$ cat src/rtl/rx_chan_arbiter.sv
// N-channel receive collector: per-channel one-word holding registers, round-robin
// arbitration into a shared tagged FWFT FIFO. Optional macro RX_ARB_DROP_CNT_EN adds o_drop_cnt.

module rx_chan_hold #(
  parameter int DATA_W = 32
) (
  input  logic              clk,
  input  logic              rst,
  input  logic              enable,
  input  logic              push,
  input  logic [DATA_W-1:0] din,
  input  logic              grant,
  output logic              full,
  output logic [DATA_W-1:0] dout,
  output logic              drop
);
  logic capture;

  // A granted register empties this cycle, so it can take a new word at the same edge.
  assign capture = push && enable && (!full || grant);
  assign drop    = push && enable && full && !grant;

  always_ff @(posedge clk) begin
    if (rst) begin
      full <= 1'b0;
      dout <= '0;
    end else begin
      if (capture)    full <= 1'b1;
      else if (grant) full <= 1'b0;
      if (capture)    dout <= din;
    end
  end
endmodule

module rx_chan_arbiter #(
  parameter int NUM_CH = 2,
  parameter int DATA_W = 32,
  parameter int DEPTH  = 16,
  parameter int CH_W   = (NUM_CH > 1) ? $clog2(NUM_CH) : 1
) (
  input  logic                     i_sys_clk,
  input  logic                     i_reset,
  input  logic [NUM_CH-1:0]        i_ch_enable,
  input  logic [NUM_CH-1:0]        i_ch_push,
  input  logic [NUM_CH*DATA_W-1:0] i_ch_data,
  output logic [NUM_CH-1:0]        o_ch_full,
  output logic                     o_valid,
  output logic [DATA_W-1:0]        o_data,
  output logic [CH_W-1:0]          o_tag,
  input  logic                     i_pop,
  output logic [$clog2(DEPTH):0]   o_level,
  output logic [NUM_CH-1:0]        o_overflow,
  input  logic                     i_clear_ovf
`ifdef RX_ARB_DROP_CNT_EN
  ,
  output logic [15:0]              o_drop_cnt
`endif
);
  localparam int AW = $clog2(DEPTH);
  localparam int LW = AW + 1;
  localparam int EW = CH_W + DATA_W;

  logic [NUM_CH-1:0]             hold_full;
  logic [NUM_CH-1:0][DATA_W-1:0] hold_data;
  logic [NUM_CH-1:0]             drop_vec;
  logic [NUM_CH-1:0]             grant_vec;
  logic                          grant_any;
  logic [CH_W-1:0]               grant_idx;
  logic [CH_W-1:0]               ptr;
  logic                          wr_ok;
  logic                          pop_eff;

  logic [DEPTH-1:0][EW-1:0]      mem;
  logic [AW-1:0]                 wptr, rptr;
  logic [EW-1:0]                 head;

  genvar g;
  generate
    for (g = 0; g < NUM_CH; g++) begin : g_ch
      rx_chan_hold #(.DATA_W(DATA_W)) u_hold (
        .clk    (i_sys_clk),
        .rst    (i_reset),
        .enable (i_ch_enable[g]),
        .push   (i_ch_push[g]),
        .din    (i_ch_data[g*DATA_W +: DATA_W]),
        .grant  (grant_vec[g]),
        .full   (hold_full[g]),
        .dout   (hold_data[g]),
        .drop   (drop_vec[g])
      );
    end
  endgenerate

  assign o_ch_full = hold_full;
  assign o_valid   = (o_level != '0);
  assign pop_eff   = i_pop && o_valid;
  // At full, the write slot frees up only if the head leaves in the same cycle.
  assign wr_ok     = (o_level < LW'(DEPTH)) || ((o_level == LW'(DEPTH)) && i_pop);

  // Rotating scan starting at ptr; sum is kept one bit wider to wrap for non-power-of-two counts.
  always_comb begin
    logic [CH_W:0] sum;
    grant_any = 1'b0;
    grant_idx = '0;
    sum       = '0;
    for (int i = 0; i < NUM_CH; i++) begin
      sum = {1'b0, ptr} + (CH_W+1)'(i);
      if (sum >= (CH_W+1)'(NUM_CH)) sum = sum - (CH_W+1)'(NUM_CH);
      if (!grant_any && wr_ok && hold_full[sum[CH_W-1:0]]) begin
        grant_any = 1'b1;
        grant_idx = sum[CH_W-1:0];
      end
    end
  end

  assign grant_vec = grant_any ? (NUM_CH'(1) << grant_idx) : '0;

  always_ff @(posedge i_sys_clk) begin
    if (i_reset)
      ptr <= '0;
    else if (grant_any)
      ptr <= (grant_idx == CH_W'(NUM_CH-1)) ? '0 : grant_idx + 1'b1;
  end

  always_ff @(posedge i_sys_clk) begin
    if (i_reset)
      o_overflow <= '0;
    else if (i_clear_ovf)
      o_overflow <= '0;
    else
      o_overflow <= o_overflow | drop_vec;
  end

  // Storage is not reset; o_level gates every read of it.
  always_ff @(posedge i_sys_clk) begin
    if (grant_any) mem[wptr] <= {grant_idx, hold_data[grant_idx]};
  end

  always_ff @(posedge i_sys_clk) begin
    if (i_reset) begin
      wptr    <= '0;
      rptr    <= '0;
      o_level <= '0;
    end else begin
      if (grant_any) wptr <= wptr + 1'b1;
      if (pop_eff)   rptr <= rptr + 1'b1;
      case ({grant_any, pop_eff})
        2'b10:   o_level <= o_level + 1'b1;
        2'b01:   o_level <= o_level - 1'b1;
        default: o_level <= o_level;
      endcase
    end
  end

  assign head   = mem[rptr];
  assign o_data = o_valid ? head[DATA_W-1:0] : '0;
  assign o_tag  = o_valid ? head[EW-1:DATA_W] : '0;

`ifdef RX_ARB_DROP_CNT_EN
  logic [3:0]  ndrop;
  logic [16:0] cnt_sum;

  always_comb begin
    ndrop = '0;
    for (int k = 0; k < NUM_CH; k++) ndrop = ndrop + 4'(drop_vec[k]);
    cnt_sum = {1'b0, o_drop_cnt} + 17'(ndrop);
  end

  always_ff @(posedge i_sys_clk) begin
    if (i_reset || i_clear_ovf)
      o_drop_cnt <= '0;
    else
      o_drop_cnt <= cnt_sum[16] ? 16'hFFFF : cnt_sum[15:0];
  end
`endif

endmodule

$ cat config.mk
export PLATFORM = sky130hd
export DESIGN_NAME = rx_chan_arbiter
export DESIGN_NICKNAME = d
export VERILOG_FILES = /design/src/rtl/rx_chan_arbiter.sv
export SDC_FILE = /design/constraint.sdc
export NUM_CORES = 1
export LEC_CHECK = 0
export BUFFER_PORTS_ARGS = -buffer_cell sky130_fd_sc_hd__buf_2
export CAP_MARGIN = 10
export CORE_ASPECT_RATIO = 1.2
export CORE_UTILIZATION = 50
export CTS_BUF_LIST = sky130_fd_sc_hd__clkbuf_4
export DETAILED_ROUTE_END_ITERATION = 10
export GPL_TIMING_DRIVEN = 0
export PLACE_DENSITY = 0.78
export SYNTH_ARGS = -nofsm -noshare
export SYNTH_HDL_FRONTEND = slang
export SYNTH_SLANG_ARGS = --single-unit
$ cat constraint.sdc
create_clock -name i_sys_clk -period 4.34 [get_ports i_sys_clk]
set_clock_uncertainty 0.1 [all_clocks]
set_input_delay 0.217 -clock i_sys_clk [delete_from_list [all_inputs] [get_ports i_sys_clk]]
set_output_delay 0.217 -clock i_sys_clk [all_outputs]
set_load 0.05 [all_outputs]
Word level (Yosys, flattened, before mapping). Index checks and enable logic that the tools add are counted.

Register bits: 610. Bits of input ports: 72. Output and inout port bits: 43. Logic and storage cells: 100.

Add/sub/neg operators: 8. Magnitude comparators: 9. Equal/unequal tests: 3. Shifts and indexed selects: 1. Mux-type cells: 26. Bitwise operators: 1. Reductions and logical operators: 27.

Operators with widths (count): bitwise mux 528 bit (1); binary-select mux 33 bit (select 4 bit) (1); demux 33 bit (select 4 bit) (1); two-way mux 32 bit (3); two-way mux 33 bit (2); two-way mux 1 bit (16); logical AND 1 bit (14); < comparator 4 x 5 -> 1 bit (second input constant) (2); one-hot mux 5 bit (2 select lines) (1); adder 4 x 1 -> 4 bit (second input constant) (2); < comparator 1 x 2 -> 1 bit (second input constant) (3); nonzero test 2 bit (3); adder 5 x 1 -> 5 bit (second input constant) (1); equality test 5 bit (second input constant) (1); logical NOT 1 bit (5); < comparator 5 bit (second input constant) (1); nonzero test 5 bit (1); subtractor 5 x 1 -> 5 bit (second input constant) (1); greater-or-equal comparator 4 x 1 -> 1 bit (second input constant) (1); logical OR 1 bit (3); adder 1 x 1 -> 2 bit (second input constant) (1); equality test 2 x 1 -> 1 bit (second input constant) (1); equality test 2 bit (second input constant) (1); greater-or-equal comparator 1 x 2 -> 1 bit (second input constant) (1); other kinds (7) (8).

Depth between registers and ports, before layout. Gate-level depths: netlist of the first run.

Word-level depth: 15. Mapped depth: 11.

Modules after synthesis. Synthesis of the first run repeated with hierarchy kept, for this count alone.

Cell total of the unflattened synthesis: 1312. Area, all modules: 24648.6 sq um.

By module, submodules not included: rx_chan_arbiter (times used 1, cells an instance 1022, area an instance 21593.2 sq um, sequential area each 16175.5 sq um); rx_chan_hold (times used 2, cells an instance 145, area an instance 1527.7 sq um, sequential area each 660.6 sq um).

Worst setup path after synthesis of the first run. Ideal clock, no wire load.

Path kind: register to register. Start point: register o_level[1]. End point: register mem[100] (netlist name), enable pin. Data arrival time: 3.967 ns. Required time: 3.776 ns. Setup slack: -0.191 ns. Stages on the path, launching flop included: 6. Buffers on the path: 1. Cells stage by stage: dfxtp_1 -> buf_2 -> or4_4 -> o22ai_2 -> nand2_1 -> nor3_1.

Word-level cells in the longest chain between the ends: 9. Elaborated cells between the ends (all ways): 10.

Ends and longest elaborated chain: start: declaration (line 51) `output logic [$clog2(DEPTH):0] o_level,`; start signal: assignment (line 148) `2'b10: o_level <= o_level + 1'b1;`; start signal: assignment (line 149) `2'b01: o_level <= o_level - 1'b1;`; start signal: assignment (line 150) `default: o_level <= o_level;`; parallel branches: the longest is 2 deep, another holds < comparator 5 bit; logical OR 1 bit (*) (line 98) `assign wr_ok = (o_level < LW'(DEPTH)) || ((o_level == LW'(DEPTH)) && i_pop);`; logical AND 1 bit (line 109) `if (!grant_any && wr_ok && hold_full[sum[CH_W-1:0]]) begin`; two-way mux 1 bit (line 109); logical NOT 1 bit (line 109); logical AND 1 bit (2 in series) (line 109); two-way mux 1 bit (*) (line 109); end signal: indexed assignment (line 136) `if (grant_any) mem[wptr] <= {grant_idx, hold_data[grant_idx]};`; end: declaration (line 73) `logic [DEPTH-1:0][EW-1:0] mem;`.

Every way passes the cells marked *. A chain may end at the register's enable or synchronous reset.

Worst setup path in the final report of the first run.
Start point: register o_level[1]. End point: output o_data[10].

Word-level cells in the longest chain between the ends: 2.

Ends and longest elaborated chain: nonzero test 5 bit (line 95) `assign o_valid = (o_level != '0);`; two-way mux 32 bit (line 156) `assign o_data = o_valid ? head[DATA_W-1:0] : '0;`; end: declaration (line 48) `output logic [DATA_W-1:0] o_data,`.

Every way passes these cells.

==> results by group, run 1 <==
Power
  – Worst VDD drop: about 340 µV
  – Pwr Total: ~15000 µW
  – Power density over the cells: 507 nW/µm²
  – Leakage: around 0.010 µW

Die
  – Die width: 203 µm
  – Die H: between 200 and 250 µm
  – Core region area: 48000 µm²
  – Starting Density: 0.505
  – Die area: just under 50000 µm²
  – I/O pins: 115
  – Placement row count: 88

Critical path
  – CP endpoint kind: output pin
  – CP max-delay cell: nand2b_1
  – Crit path arrival time: 3870 ps
  – CP top delay family: buffers and inverters
  – Critical setup path kind: flop to output pin
  – Data required, critical path: between 4000 and 5000 ps
  – Crit path largest cell delay: between 400 and 500 ps
  – Worst-path maximum fanout: 10
  – CP startpoint kind: flop
  – WP buf/inv: 4
  – R2R Setup Slk: 860 ps
  – Crit-path cells: buf_2 > nor4_4 > nand2b_1 > nand2b_1 > clkbuf_1 > buf_2 > o221ai_1 > buf_2
  – Most used cell, CP: buf_2

Synthesis
  – Syn Inst Count: 1315
  – Synthesized net count: 1395
  – Largest area contributor in the netlist: edfxtp_1
  – Number of synthesized register bits: 610
  – Sequential-to-total area share from yosys stat: 0.722
  – Mapped Avg Cell Area: between 15 and 20 µm²
  – EDFF count, synth: 528
  – Yosys top cell area share: 0.654
  – YS warnings: 0
  – Cell variety after synth: 43
  – Top cells by area, synth: edfxtp_1, mux4_2, dfxtp_1, mux2i_1, nand2b_1
  – Mapped Area: around 24000 µm²
  – Main flop type after synthesis: edfxtp_1
  – Async set-reset flop share out of synthesis: 0

GRT
  – Number of global-route vias before repair: about 15000
  – Initial antenna violation count: 2
  – First-pass GRT wire length: 90400 µm
  – GRT Overall Usage: 0.251
  – Largest net degree at the start of global routing: 26
  – Total grt overflow: 0

CTS
  – Setup Fix Bufs, Post-CTS: 0
  – H-tree depth: 4
  – Root Driver: clkbuf_4
  – CTS Sinks: 610
  – CTS Buf Count: 138
  – Worst skew pair latency: 850 ps
  – CTS tree: yes
  – Reg clk slew, reported paths: ~70 ps
  – Clock buffer depth: 3

Hold path
  – Hold crit path type: input pin to flop

Place
  – IO Port Bufs: between 100 and 150
  – Detailed Place HPWL: 37000 µm
  – Dpl ws: 920 ps
  – RD Place Congestion: 0.839

Routing
  – Met1 WL: 21500 µm
  – Initial DRC Count: 1341
  – Residual DRC count: 0
  – Routed Antenna Nets: 0
  – DR pass1 iterations: 6
  – WL met2: 31200 µm
  – Drt wl/cell: between 20 and 25 µm
  – Uppermost layer routed: met4
  – Total vias in the final route: around 14000
  – Met3 Wirelength: 4950 µm
  – Via density: 5.90
  – Final wirelength: 59900 µm

Flow run
  – Max Cap Viol: 0

Finish
  – Register area: 17500 µm²
  – Commonest non-fill, non-tap cell in the layout: edfxtp_1
  – Final Net Count: 1773
  – Area grow syn2layout: 19.7%
  – Most frequent cells in the layout: edfxtp_1, clkbuf_4, buf_2, mux4_2, dlygate4sd3_1
  – Filler instances: 3370
  – Layout cells sized above 1: 0.300
  – Area of the multi-input gates: ~6400 µm²

STA
  – Fmax: 239 MHz
  – Final setup margin: 151 ps
  – Setup violators final: 0
  – Tmin final: 4190 ps
  – Tcrit/Tclk final: 0.965
  – Unrepaired setup endpoints after global routing: false
  – Worst Tran Pin Value: 1150 ps
  – Rel. slew slack: 0.235
  – Final Slew Violations: 0
  – Endpoints failing hold: 0

Run status
  – Status: completed
cell type report:
cell class / count / area share
Timing Repair Buffer: 239 / 0.0717
Buffer: 86 / 0.0131
Clock inverter: 42 / 0.00841
Tap cell: 630 / 0.0272
Multi-Input combinational cell: 578 / 0.219
Clock buffer: 202 / 0.0523
Inverter: 40 / 0.00517
Sequential cell: 610 / 0.603
Antenna cell: 2 / 0.000172
logic make-up after synthesis:
kind of cell	Yosys count	synth area share
and+or+nand+nor	205	0.0511
xor gates and xnor gates	6	0.00217
muxes	235	0.167
DFF	610	0.722
AOI/OAI and AO/OA	124	0.0322
adders and majority gates	8	0.00413
buffers and inverters	127	0.0219
worst paths after layout:
| path | end | startpoint | cells after the start |
|---|---|---|---|
| worst max register to register | mem[50] | o_level[1] | 7 |
| worst min-delay path | g_ch[1].u_hold.dout[20] | i_ch_data[52] | 4 |
| worst min register to register | g_ch[0].u_hold.dout[23] | g_ch[0].u_hold.dout[23] | 2 |
| worst max-delay path | o_data[10] | o_level[1] | 8 |
registers in the layout (all words and copies together), names as in the netlist:
name	count
wptr	4
o_overflow	2
mem	528
g_ch.u_hold.dout	64
o_level	5
ptr	1
g_ch.u_hold.full	2
rptr	4
through the flow:
step / std cells / cell area, µm² / utilization / hold slack [ps] / TNS [ps]
3_3_place_gp: 2059 / 25600 / 0.534 / 303 / -331630
6_report: 2429 / 29000 / 0.604 / 147 / 0
2_1_floorplan: 1315 / 24300 / - / 196 / 0
3_5_place_dp: 2079 / 26200 / 0.546 / 307 / 0
4_1_cts: 2427 / 29000 / 0.604 / 34.6 / 0
5_1_grt: 2429 / 29000 / 0.604 / 119 / 0
worst reg2reg max path: stages (launching register included):
cell	delay [ps]
dfxtp_1	320
buf_2	180
or4_4	550
o22ai_2	340
nand2_1	360
nor3_4	880
buf_16	250
buf_16	170
power by group:
group          switching [µW]  internal (µW)
sequential               97.7           6590
clock                    2170           2320
combinational            2370           1180
total                    4630          10100
what timing repair did:
action | CTS | global route
endpoints found under the setup margin | 1 | 0
hold buffers | 105 | 0
gates resized for setup | 1 | 0
endpoints found under the hold margin | 79 | 0
cell usage after synthesis, drive strengths merged, types with 35 or more instances:
| cell type | count |
|---|---|
| buf | 40 |
| inv | 40 |
| dfxtp | 82 |
| nand3 | 35 |
| mux4 | 132 |
| a21oi | 43 |
| mux2 | 35 |
| mux2i | 68 |
| nand2b | 70 |
| edfxtp | 528 |
| clkbuf | 47 |
| o21ai | 38 |
layer usage:
layer	track usage	vias to the layer above
met1	0.299	7205
li1	-	6100
met3	0.0525	180
met2	0.433	843
met4	0.121	0
met5	0	-
Note: power is estimated with default switching activity, not from simulation.
==> run 2, diff against run 1 <==
Settings changed: PLACE_DENSITY 0.78 to 0.75.
Clock period 4.34 ns to 4.31 ns, I/O delays scaled along.
==> run 2 against run 1 <==
Compared with the run above: worst setup slack got worse by 110 ps; first-iteration DRC count increased by 9.7%; worst hold slack got worse by 37 ps; clock power increased by 5.1%; non-clock buffer count increased by 10; largest power group unchanged.
==> results by group, run 2 (synthesized netlist as in run 1, its figures left out) <==
Power
  – Leakage: 0.0100 µW (+0.69%)
  – Worst VDD drop: 298 µV (-13%)
  – Power density over the cells: 514 nW/µm² (+1.3%)

Die
  – Core region area: 48000 µm² (unchanged)
  – Die H: 243 µm (unchanged)
  – Die width: 203 µm (unchanged)
  – Starting Density: 0.505 (unchanged)
  – Placement row count: 88 (unchanged)
  – I/O pins: 115 (unchanged)
  – Die area: 49400 µm² (unchanged)

STA
  – TNS Setup: 0 ps (unchanged)
  – Tcrit/Tclk final: 0.991
  – Final setup margin: 39.1 ps (-112 ps)
  – Setup violators final: 0 (unchanged)
  – Worst Tran Pin Value: 1080 ps (-62.4 ps)
  – Fmax: 234 MHz
  – Rel. slew slack: 0.275 (+0.0392)
  – Fin Hold WS: 110 ps (-37.4 ps)
  – Final Slew Violations: 0 (unchanged)
  – Tmin final: 4270 ps
  – Endpoints failing hold: 0 (unchanged)
  – Unrepaired setup endpoints after global routing: false

CTS
  – Setup Fix Bufs, Post-CTS: 0 (unchanged)
  – H-tree depth: 4 (unchanged)
  – Reg clk slew, reported paths: 70 ps (about the same)
  – CTS tree: yes
  – CTS Sinks: 610 (unchanged)
  – CTS Buf Count: 138 (unchanged)
  – Root Driver: clkbuf_4
  – Clock buffer depth: 3 (unchanged)
  – Worst skew pair latency: 870 ps (+20 ps)

Place
  – IO Port Bufs: 114 (unchanged)
  – Cell Area, Placed: 26200 µm² (about the same)
  – Detailed Place HPWL: 36500 µm (-1.1%)
  – RD Place Congestion: 0.834 (-0.58%)
  – Dpl ws: 827 ps (-93.2 ps)

Critical path
  – WP buf/inv: 4 (unchanged)
  – Crit path arrival time: 3960 ps (+90 ps)
  – CP max-delay cell: clkbuf_1
  – Critical setup path kind: flop to output pin
  – CP startpoint kind: flop
  – Most used cell, CP: clkbuf_1
  – Cell depth of the worst setup path: 7 (-1)
  – Data required, critical path: 3990 ps (-30 ps)
  – RR Startpoint: o_level[1]
  – R2R Setup Slk: 970 ps (+110 ps)
  – CP top delay family: buffers and inverters
  – CP endpoint kind: output pin
  – Crit-path cells: clkbuf_1 > nand2b_1 > clkbuf_1 > nand2_1 > clkbuf_2 > o221ai_1 > buf_2
  – R2R cell count: 6 (-1)
  – Crit path largest cell delay: 520 ps (+50 ps)
  – Reg2reg end: mem[19]
  – Worst-path maximum fanout: 10 (unchanged)

Routing
  – DR pass1 iterations: 7 (+1)
  – Total vias in the final route: 14300 (-0.50%)
  – Drt wl/cell: 24.6 µm (about the same)
  – Routed Antenna Nets: 0 (unchanged)
  – Residual DRC count: 0 (unchanged)
  – Final wirelength: 60000 µm (+0.20%)
  – Initial DRC Count: 1471 (+9.7%)
  – Via density: 5.85 (-0.75%)

Flow run
  – Max Cap Viol: 0 (unchanged)

Finish
  – Final Net Count: 1783 (+0.56%)
  – Final instance area: 29200 µm² (+0.67%)
  – Final Core Density: 0.609 (+0.00407)
  – Biggest regs: mem x528, g_ch.u_hold.dout x64, o_level x5
  – Most frequent cells in the layout: edfxtp_1, clkbuf_4, buf_2, mux4_2, dlygate4sd3_1
  – Commonest non-fill, non-tap cell in the layout: edfxtp_1
  – Largest register FFs: 528 (unchanged)
  – Biggest register: mem
  – Area grow syn2layout: 20.5%
  – Layout cells sized above 1: 0.301 (+0.00105)

Hold path
  – Min-Delay Startpoint: i_ch_push[0]
  – Worst Hold Endpoint: g_ch[0].u_hold.full
  – Hold crit path type: input pin to flop
  – Hold Path Cell Cnt: 4 (unchanged)

GRT
  – Total grt overflow: 0 (unchanged)
  – First-pass GRT wire length: 90500 µm (+0.12%)
  – Number of global-route vias before repair: 15200 (-0.72%)
  – Largest net degree at the start of global routing: 26 (unchanged)
  – GRT Overall Usage: 0.251 (about the same)
  – Initial antenna violation count: 1 (-1)

Run status
  – Status: completed
## run 2: metrics by stage
stage / instances / total power, µW
after global placement: 2059 / 10200
after CTS: 2434 / 15100
after global routing: 2435 / 15500
after floorplan: 1315 / 9250
final: 2435 / 15000
after detailed placement: 2079 / 10300
## run 2: worst register-to-register path, stage by stage (launching register included)
cell and delay (ps):
dfxtp_1 320, buf_2 180, or4_4 550, o22ai_2 330
nand2_1 350, nor3_4 920, buf_8 270
## run 2: worst max path at each step
stage | from | to | slack (ps)
finish | o_level[4] | o_data[10] | 40
global route | o_level[4] | o_data[10] | 10
CTS | o_level[4] | o_data[10] | 50
detailed placement | o_level[1] | o_data[10] | 830
global placement | o_level[1] | mem[364] | -960
floorplan | o_level[1] | mem[495] | 660
## run 2: final cells by class
class                   instances  area (µm²)
flip-flops and latches        610       17500
clock inverters                39         322
plain buffers                  87         384
well taps                     630         788
fillers                      3404       18800
repair buffers                248        2200
inverters                      40         150
diodes                          1        2.50
multi-input cells             578        6360
clock buffers                 202        1520
## run 2: layer usage
metal | GRT usage | vias up | share of wire
li1 | - | 6121 | -
met1 | 0.311 | 7187 | 0.37
met2 | 0.435 | 804 | 0.52
met3 | 0.0456 | 144 | 0.081
met4 | 0.100 | 0 | 0.026
met5 | 0 | - | 0
## run 2: where the power goes
| part | leakage, µW | internal [µW] | switching (µW) | total, µW |
|---|---|---|---|---|
| Clock | 0.00108 | 2510 | 2210 | 4720 |
| Sequential | 0.00555 | 6640 | 95.4 | 6730 |
| Combinational | 0.00340 | 1190 | 2380 | 3570 |
## run 2: what timing repair did
| action | CTS | global route |
|---|---|---|
| endpoints found under the setup margin | 5 | 1 |
| hold buffers | 114 | 0 |
| gates resized for setup | 1 | 2 |
| hold endpoints to repair | 79 | 0 |
==> run 3, diff against run 2 <==
Settings changed: CELL_PAD_IN_SITES_DETAIL_PLACEMENT set to 0, CELL_PAD_IN_SITES_GLOBAL_PLACEMENT set to 1, CORE_ASPECT_RATIO 1.2 to 0.7, PLACE_DENSITY 0.75 to 0.83.
==> run 3 against run 2 <==
Compared with the run above: non-clock buffer count down 11; sequential share of layout area about the same; global-route usage up 0.11 points; register-to-register slack better by 30 ps; utilization up 0.14 points; critical path depth unchanged; highest routed layer unchanged.
==> results by group, run 3 (synthesized netlist as in run 1, its figures left out) <==
Power
  – Pwr Total: 15100 µW (+0.71%)
  – Leakage: 0.0100 µW (about the same)
  – Worst VDD drop: 383 µV (+29%)
  – Power density over the cells: 518 nW/µm² (+0.77%)

Run status
  – Status: completed

STA
  – Tmin final: 4100 ps (-174 ps)
  – Final Slew Violations: 0 (unchanged)
  – Endpoints failing hold: 0 (unchanged)
  – Unrepaired setup endpoints after global routing: false
  – Fmax: 244 MHz (+4.3%)
  – Setup violators final: 0 (unchanged)
  – Worst Tran Pin Value: 1070 ps (-9.76 ps)
  – Rel. slew slack: 0.283 (+0.00886)
  – Tcrit/Tclk final: 0.951 (-0.0404)

Place
  – RD Place Congestion: 0.798 (-4.3%)
  – Cell Area, Placed: 26300 µm² (+0.12%)
  – IO Port Bufs: 114 (unchanged)
  – Detailed Place HPWL: 37800 µm (+3.5%)

Flow run
  – Max Cap Viol: 0 (unchanged)

Critical path
  – Most used cell, CP: clkbuf_1
  – Crit path largest cell delay: 720 ps (+200 ps)
  – Critical setup path kind: flop to output pin
  – RR Startpoint: o_level[1]
  – CP max-delay cell: clkbuf_1
  – Crit-path cells: clkbuf_1 > clkbuf_1 > nor2b_1 > nand2_1 > clkbuf_1 > o221ai_1 > buf_2
  – CP endpoint kind: output pin
  – Reg2reg end: mem[32]
  – Data required, critical path: 3990 ps (about the same)
  – Worst-path maximum fanout: 10 (unchanged)
  – R2R cell count: 7 (+1)
  – CP startpoint kind: flop
  – Crit path arrival time: 3780 ps (-180 ps)
  – Setup crit start: rptr[2]
  – R2R Setup Slk: 1000 ps (+30 ps)
  – CP endpoint: o_data[9]

GRT
  – Number of global-route vias before repair: 14700 (-3.0%)
  – Largest net degree at the start of global routing: 26 (unchanged)
  – GRT Overall Usage: 0.252 (+0.00106)
  – First-pass GRT wire length: 90200 µm (-0.40%)
  – Initial antenna violation count: 2 (+1)
  – Total grt overflow: 0 (unchanged)

Hold path
  – Hold crit path type: input pin to flop

Die
  – Core region area: 47900 µm² (-0.29%)
  – Starting Density: 0.507 (+0.00147)
  – I/O pins: 115 (unchanged)
  – Die area: 49400 µm² (about the same)
  – Placement row count: 67 (-24%)
  – Die width: 265 µm (+31%)
  – Die H: 186 µm (-23%)

CTS
  – CTS tree: yes
  – Setup Fix Bufs, Post-CTS: 0 (unchanged)
  – CTS Sinks: 610 (unchanged)
  – CTS Buf Count: 141 (+2.2%)
  – Worst skew pair latency: 830 ps (-40 ps)
  – Reg clk slew, reported paths: 70 ps (about the same)
  – Clock buffer depth: 3 (unchanged)
  – Root Driver: clkbuf_4
  – H-tree depth: 4 (unchanged)

Finish
  – Area grow syn2layout: 20.4% (about the same)
  – Largest register FFs: 528 (unchanged)
  – Biggest regs: mem x528, g_ch.u_hold.dout x64, o_level x5
  – Layout cells sized above 1: 0.304 (+0.00265)
  – Filler instances: 3500 (+2.8%)
  – Most frequent cells in the layout: edfxtp_1, clkbuf_4, buf_2, mux4_2, dlygate4sd3_1
  – Final instance area: 29200 µm² (about the same)
  – Biggest register: mem
  – Final Net Count: 1775 (-0.45%)
  – Commonest non-fill, non-tap cell in the layout: edfxtp_1

Routing
  – Routed Antenna Nets: 0 (unchanged)
  – Final wirelength: 59900 µm (-0.14%)
  – Drt wl/cell: 24.3 µm (-1.3%)
  – DR pass1 iterations: 6 (-1)
  – Total vias in the final route: 14200 (-0.32%)
  – Residual DRC count: 0 (unchanged)
  – Initial DRC Count: 1550 (+5.4%)
  – Via density: 5.77 (-1.5%)
[run 3: cell count changes in the layout (fill, tap and decap cells not counted), moves of 2 or more]
| cell | change |
|---|---|
| dlygate4sd3_1 | -10 |
| clkinv_1 | +9 |
| clkinvlp_4 | -2 |
| clkbuf_4 | +7 |
[run 3: cell type report]
type / count / area [µm²] / share of cell area
multi-input cells: 578 / 6360 / 0.218
flip-flops and latches: 610 / 17500 / 0.599
plain buffers: 86 / 379 / 0.0130
diodes: 1 / 2.50 / 0.0000857
clock buffers: 209 / 1570 / 0.0537
well taps: 655 / 820 / 0.0281
repair buffers: 238 / 2100 / 0.0718
clock inverters: 47 / 323 / 0.0111
inverters: 40 / 150 / 0.00514
[run 3: where the power goes]
part	internal (µW)	total (µW)	leakage (µW)	switching, µW
registers	6630	6730	0.00555	94.6
logic	1180	3580	0.00336	2390
clock network	2530	4820	0.00112	2290
total	10400	15100	0.0100	4780
[run 3: what timing repair did]
action / 4_1_cts / 5_1_grt
hold buffers: 104 / 0
resized for setup: 1 / 1
hold endpoints to repair: 79 / 0
endpoints found under the setup margin: 7 / 3
[run 3: how the worst min path moves through the flow]
stage / slack [ps] / depth (start not counted) / from / end
after floorplan: 190 / 1 / i_clear_ovf / o_overflow[0]
after global placement: 300 / 2 / i_clear_ovf / o_overflow[1]
after detailed placement: 310 / 2 / i_clear_ovf / o_overflow[1]
after CTS: 40 / 4 / i_ch_enable[0] / g_ch[0].u_hold.full
after global routing: 120 / 4 / i_ch_data[47] / g_ch[1].u_hold.dout[15]
final: 130 / 4 / i_ch_data[51] / g_ch[1].u_hold.dout[19]
[run 3: routing by layer]
metal / vias up / part of all wire / GRT usage
met3: 88 / 0.087 / 0.0516
li1: 6101 / - / -
met5: - / 0 / 0
met4: 0 / 0.015 / 0.0745
met1: 7327 / 0.43 / 0.358
met2: 694 / 0.47 / 0.399
[run 3: worst max-delay path: cells and delay by family, from the launching register on]
family	cells	cell delay (ps)
and+or+nand+nor	2	430
AOI/OAI and AO/OA	1	360
DFF	1	300
buffers and inverters	4	1880
[run 3: through the flow]
stage               setup WS (ps)  setup TNS (ps)  utilization  hold WS (ps)  instances
detailed placement            862               0        0.549           308       2104
finish                        213               0        0.610           127       2464
global placement            -1150         -421400        0.536           303       2084
CTS                          91.2               0        0.610          39.9       2463
global route                 60.8               0        0.610           124       2464
floorplan                     661               0            -           195       1315
